===== src/rtl/inv_mix_columns_seq_if.sv =====
// Handshake bundle for the column-serial InvMixColumns stage.
// slave is the stage itself; master is the upstream/downstream side driving it.
interface inv_mix_columns_seq_if;
    logic         in_valid;
    logic         in_ready;
    logic [127:0] state_in;
    logic         out_valid;
    logic         out_ready;
    logic [127:0] state_out;
    logic         busy;

    modport slave (
        input  in_valid,
        input  state_in,
        input  out_ready,
        output in_ready,
        output out_valid,
        output state_out,
        output busy
    );

    modport master (
        output in_valid,
        output state_in,
        output out_ready,
        input  in_ready,
        input  out_valid,
        input  state_out,
        input  busy
    );
endinterface


===== src/rtl/inv_mix_columns_seq.sv =====
// AES InvMixColumns, one 32-bit column per clock, updated in place in a single
// 128-bit working register behind a valid/ready handshake.
module inv_mix_columns_seq (
    input  logic                 clk,
    input  logic                 rst_n,
    inv_mix_columns_seq_if.slave bus
);
    // state | meaning
    // IDLE  | waiting for a block, in_ready high
    // CALC  | transforming column cnt_q, one column per cycle
    // DONE  | result on state_out, waiting for out_ready
    typedef enum logic [1:0] {
        IDLE = 2'd0,
        CALC = 2'd1,
        DONE = 2'd2
    } state_t;

    state_t       state_q, state_d;
    logic [1:0]   cnt_q;
    logic [127:0] work_q;
    logic         load;
    logic         calc_en;
    logic         in_ready_c;
    logic         out_valid_c;
    logic [31:0]  col_in;
    logic [31:0]  col_out;

    function automatic logic [7:0] xtime(input logic [7:0] b);
        return {b[6:0], 1'b0} ^ (b[7] ? 8'h1b : 8'h00);
    endfunction

    function automatic logic [7:0] mul_9(input logic [7:0] a);
        return xtime(xtime(xtime(a))) ^ a;
    endfunction

    function automatic logic [7:0] mul_b(input logic [7:0] a);
        return xtime(xtime(xtime(a))) ^ xtime(a) ^ a;
    endfunction

    function automatic logic [7:0] mul_d(input logic [7:0] a);
        return xtime(xtime(xtime(a))) ^ xtime(xtime(a)) ^ a;
    endfunction

    function automatic logic [7:0] mul_e(input logic [7:0] a);
        return xtime(xtime(xtime(a))) ^ xtime(xtime(a)) ^ xtime(a);
    endfunction

    function automatic logic [31:0] inv_col(input logic [31:0] c);
        logic [7:0] a0, a1, a2, a3;
        a0 = c[31:24];
        a1 = c[23:16];
        a2 = c[15:8];
        a3 = c[7:0];
        return {mul_e(a0) ^ mul_b(a1) ^ mul_d(a2) ^ mul_9(a3),
                mul_9(a0) ^ mul_e(a1) ^ mul_b(a2) ^ mul_d(a3),
                mul_d(a0) ^ mul_9(a1) ^ mul_e(a2) ^ mul_b(a3),
                mul_b(a0) ^ mul_d(a1) ^ mul_9(a2) ^ mul_e(a3)};
    endfunction

    // Column 0 occupies the most significant word.
    always_comb begin
        col_in = work_q[127:96];
        case (cnt_q)
            2'd0:    col_in = work_q[127:96];
            2'd1:    col_in = work_q[95:64];
            2'd2:    col_in = work_q[63:32];
            default: col_in = work_q[31:0];
        endcase
    end

    assign col_out = inv_col(col_in);

    always_comb begin
        state_d     = state_q;
        in_ready_c  = 1'b0;
        out_valid_c = 1'b0;
        calc_en     = 1'b0;
        case (state_q)
            IDLE: begin
                in_ready_c = 1'b1;
                if (bus.in_valid) state_d = CALC;
            end
            CALC: begin
                calc_en = 1'b1;
                if (cnt_q == 2'd3) state_d = DONE;
            end
            DONE: begin
                out_valid_c = 1'b1;
                in_ready_c  = bus.out_ready;
                if (bus.out_ready) state_d = bus.in_valid ? CALC : IDLE;
            end
            default: state_d = IDLE;
        endcase
        load = bus.in_valid & in_ready_c;
    end

    always_ff @(posedge clk or negedge rst_n) begin
        if (!rst_n) state_q <= IDLE;
        else        state_q <= state_d;
    end

    always_ff @(posedge clk or negedge rst_n) begin
        if (!rst_n) begin
            cnt_q  <= 2'd0;
            work_q <= 128'd0;
        end else if (load) begin
            cnt_q  <= 2'd0;
            work_q <= bus.state_in;
        end else if (calc_en) begin
            case (cnt_q)
                2'd0:    work_q[127:96] <= col_out;
                2'd1:    work_q[95:64]  <= col_out;
                2'd2:    work_q[63:32]  <= col_out;
                default: work_q[31:0]   <= col_out;
            endcase
            cnt_q <= cnt_q + 2'd1;
        end
    end

    assign bus.in_ready  = in_ready_c;
    assign bus.out_valid = out_valid_c;
    assign bus.busy      = (state_q == CALC) || (state_q == DONE);
    assign bus.state_out = work_q;
endmodule


===== src/flat_wrapper.sv =====
// flat-port wrapper written by rule: the top's interface ports become plain ports
module inv_mix_columns_seq_flat 
  (clk, rst_n, bus_in_valid, bus_state_in, bus_out_ready, bus_in_ready, bus_out_valid, bus_state_out, bus_busy);
  inv_mix_columns_seq_if bus_i ();
  input  logic clk;
  input  logic rst_n;
  input wire logic [$bits(bus_i.in_valid)-1:0] bus_in_valid;
  input wire logic [$bits(bus_i.state_in)-1:0] bus_state_in;
  input wire logic [$bits(bus_i.out_ready)-1:0] bus_out_ready;
  output wire logic [$bits(bus_i.in_ready)-1:0] bus_in_ready;
  output wire logic [$bits(bus_i.out_valid)-1:0] bus_out_valid;
  output wire logic [$bits(bus_i.state_out)-1:0] bus_state_out;
  output wire logic [$bits(bus_i.busy)-1:0] bus_busy;
  assign bus_i.in_valid = bus_in_valid;
  assign bus_i.state_in = bus_state_in;
  assign bus_i.out_ready = bus_out_ready;
  assign bus_in_ready = bus_i.in_ready;
  assign bus_out_valid = bus_i.out_valid;
  assign bus_state_out = bus_i.state_out;
  assign bus_busy = bus_i.busy;
  inv_mix_columns_seq u_core (.clk(clk), .rst_n(rst_n), .bus(bus_i));
endmodule

===== config.mk =====
export PLATFORM = sky130hd
export DESIGN_NAME = inv_mix_columns_seq_flat
export DESIGN_NICKNAME = d
export VERILOG_FILES = /design/src/rtl/inv_mix_columns_seq_if.sv /design/src/rtl/inv_mix_columns_seq.sv /design/src/flat_wrapper.sv
export SDC_FILE = /design/constraint.sdc
export NUM_CORES = 1
export LEC_CHECK = 0
export CAP_MARGIN = 20
export CORE_ASPECT_RATIO = 1.1
export CORE_MARGIN = 5
export CORE_UTILIZATION = 50
export DETAILED_ROUTE_END_ITERATION = 7
export PLACE_DENSITY = 0.81
export SLEW_MARGIN = 0
export SYNTH_ARGS = -nofsm -noshare
export SYNTH_HDL_FRONTEND = slang
export SYNTH_SLANG_ARGS = --single-unit

===== constraint.sdc =====
create_clock -name clk -period 4.1 [get_ports clk]
set_input_delay 0.82 -clock clk [delete_from_list [all_inputs] [get_ports clk]]
set_output_delay 0.82 -clock clk [all_outputs]
set_load 0.01 [all_outputs]

==> results.json <==
{
  "grt_max_degree": 89,
  "cts_made_buffers": 17,
  "avgSynthCellArea_um2": 8.48,
  "ios": 263,
  "drtAntennaViolNets": 0,
  "wl_per_cell_um": 23.4,
  "route.detailed.drc": 0,
  "synth-edff-count": 0,
  "fin_skew_ns": 0.0156,
  "busiest_layer": "met2",
  "clk-insertion-delay-late_ns": 0.43,
  "crit_type": "flop to flop",
  "maxCapViolations": 0,
  "multiInputGateArea_mm2": 0.00663,
  "finalSetupViolCount": 0,
  "fin_crit_ns": 3.90,
  "synth.distinct_cells": 39,
  "clk_path_buf_depth": 2,
  "h-tree-depth": 4,
  "outcome": "finished clean",
  "crit_fanout": 14,
  "coreArea_mm2": 0.0206,
  "cp_data_arrival_time_ns": 4.24,
  "synth-seq-cells": 132,
  "seq_area_frac_synth": 0.316,
  "gp_congestion": 1.06,
  "worstMarginPinSlew_ns": 1.15,
  "r2r_start": "u_core.cnt_q[0]",
  "synth_cells": 1234,
  "synth_area_leader_cell": "dfrtp_1",
  "io_buffers": 262,
  "vias_per_cell": 6.13,
  "firstDrtPassIters": 7,
  "crit_required_ns": 4.44,
  "areaGrowthSynthToFinish_pct": 35.6,
  "num_vias": 10700,
  "seq_area_mm2": 0.00330,
  "synth_area_mm2": 0.0105,
  "fin_util": 0.690,
  "period_share": 0.950,
  "die_x_um": 148,
  "antenna_found_initial": 0,
  "yosys_warnings": 0,
  "synth_async_sr_flop_share": 1.00,
  "grt_pass1_vias": 10900,
  "dieArea_mm2": 0.0239,
  "dp_hpwl_mm": 30.5,
  "rr_endpoint": "u_core.bus.state_out[27]",
  "tritoncts": "yes",
  "cts_hold_buf": 0,
  "synth_flop_cell": "dfrtp_1",
  "grtUsageMet3": 0.0725,
  "nets": 1621,
  "maxSlewViolCount": 0,
  "drt-initial-drc-count": 1256,
  "final.setup.tns_ns": 0,
  "endpoint_kind": "flop",
  "start_util": 0.508,
  "grt_usage": 0.337,
  "cp-start-kind": "flop",
  "overflow": 0,
  "rrSetupSlack_ns": 0.20,
  "reg2regPathDepth": 12,
  "synth_common_cells": "nand2_1, xnor2_1, nor2_1, dfrtp_1, clkbuf_1",
  "slew_headroom": 0.229,
  "routed_wl_mm": 41.0,
  "grt_pass1_wl_mm": 62.7,
  "synth.most_common_cell": "nand2_1",
  "max_freq_mhz": 257,
  "die_y_um": 162,
  "root_buffer": "clkbuf_16",
  "hp-class": "input pin to asynchronous set/reset pin",
  "grt_use_met1": 0.437,
  "hold_violations": 0,
  "rsz0062_at_grt": "no",
  "synth_top_cell_area_share": 0.316,
  "num_antenna_cells": 0,
  "synthTopCellsByArea": "dfrtp_1, xnor2_1, nand2_1",
  "clk_pin_slew_worst_paths_ns": 0.06,
  "grt_use_met2": 0.549,
  "syn_nets": 1375,
  "clock_sinks": 132,
  "fill_cells": 1591,
  "num_rows": 55,
  "drive_above_1_share": 0.0931
}
[final cells by class]
type                            count  area share
Multi-Input combinational cell    976       0.467
Clock inverter                     12      0.0103
Sequential cell                   132       0.233
Inverter                            9     0.00238
Tap cell                          256      0.0226
Clock buffer                       20      0.0315
Timing Repair Buffer              344       0.233
[registers in the layout, summed over array words and instances (netlist names)]
signal	flops
u_core.cnt_q	2
u_core.state_q	2
u_core.bus.state_out	128
[repair_timing]
item | 4_1_cts | 5_1_grt
endpoints found under the setup margin | 0 | 53
gates resized for setup | 0 | 7
setup buffers | 0 | 3
[placed cells by master (no fill, tap or decap), types with 4 or more instances in the layout]
master and count:
a211oi_1 24, a21boi_0 4, a21o_1 26, a21oi_1 86
a21oi_2 8, a222oi_1 31, a31oi_1 36, and2_1 4
buf_12 4, buf_4 77, clkbuf_16 17, clkdlybuf4s50_1 261
dfrtp_1 132, ha_1 7, inv_1 8, mux2i_1 17
nand2_1 171, nand3_1 4, nor2_1 147, nor3_1 7
o21a_1 8, o21ai_0 75, o21ai_1 30, xnor2_1 168
xnor3_1 23, xor2_1 71, xor3_1 4
[through the flow]
| step | instances | setup WS [ns] | cell area [um^2] | hold WS (ns) |
|---|---|---|---|---|
| global placement | 1713 | 0.104 | 13500 | 0.551 |
| floorplan | 1234 | 0.657 | 10500 | 0.524 |
| detailed placement | 1713 | 0.0782 | 13500 | 0.558 |
| finish | 1749 | 0.204 | 14200 | 0.492 |
| global route | 1749 | 0.0112 | 14200 | 0.557 |
| CTS | 1745 | 0.0348 | 14100 | 0.516 |
[worst max path at each step]
stage	start	endpoint	slack [ns]	depth (start not counted)
after CTS	u_core.cnt_q[0]	u_core.bus.state_out[27]	0.03	11
final	u_core.cnt_q[0]	u_core.bus.state_out[27]	0.20	12
after global placement	u_core.cnt_q[0]	u_core.bus.state_out[123]	0.10	11
after floorplan	u_core.cnt_q[0]	u_core.bus.state_out[12]	0.66	11
after detailed placement	u_core.cnt_q[0]	u_core.bus.state_out[27]	0.08	11
after global routing	u_core.cnt_q[0]	u_core.bus.state_out[27]	0.01	12
[routing by layer]
layer | vias to the layer above | routed length, um
met1 | 5058 | 15000
met5 | - | 0
met4 | 0 | 1790
met3 | 152 | 4600
li1 | 4687 | -
met2 | 825 | 19600
[logic make-up after synthesis]
group           after synthesis  synth area share
mux                          20            0.0217
flops                       132             0.316
buf+inv                     126            0.0556
compound gates              337             0.201
xor+xnor                    274             0.272
simple gates                336             0.124
fa+ha+maj                     9            0.0108
[worst max-delay path: stages (launching register included)]
cell      delay (ns)
dfrtp_1         0.45
inv_1           0.09
ha_1            0.32
buf_4           0.26
a222oi_1        0.35
buf_4           0.28
xnor2_1         0.09
o21ai_0         0.27
xnor3_1         0.57
xnor3_2         0.55
xnor2_4         0.32
nor2_1          0.07
o21ai_1         0.18
Power is not shown: default switching activity piles up to over one toggle a cycle in this logic, so the estimate is an artifact.
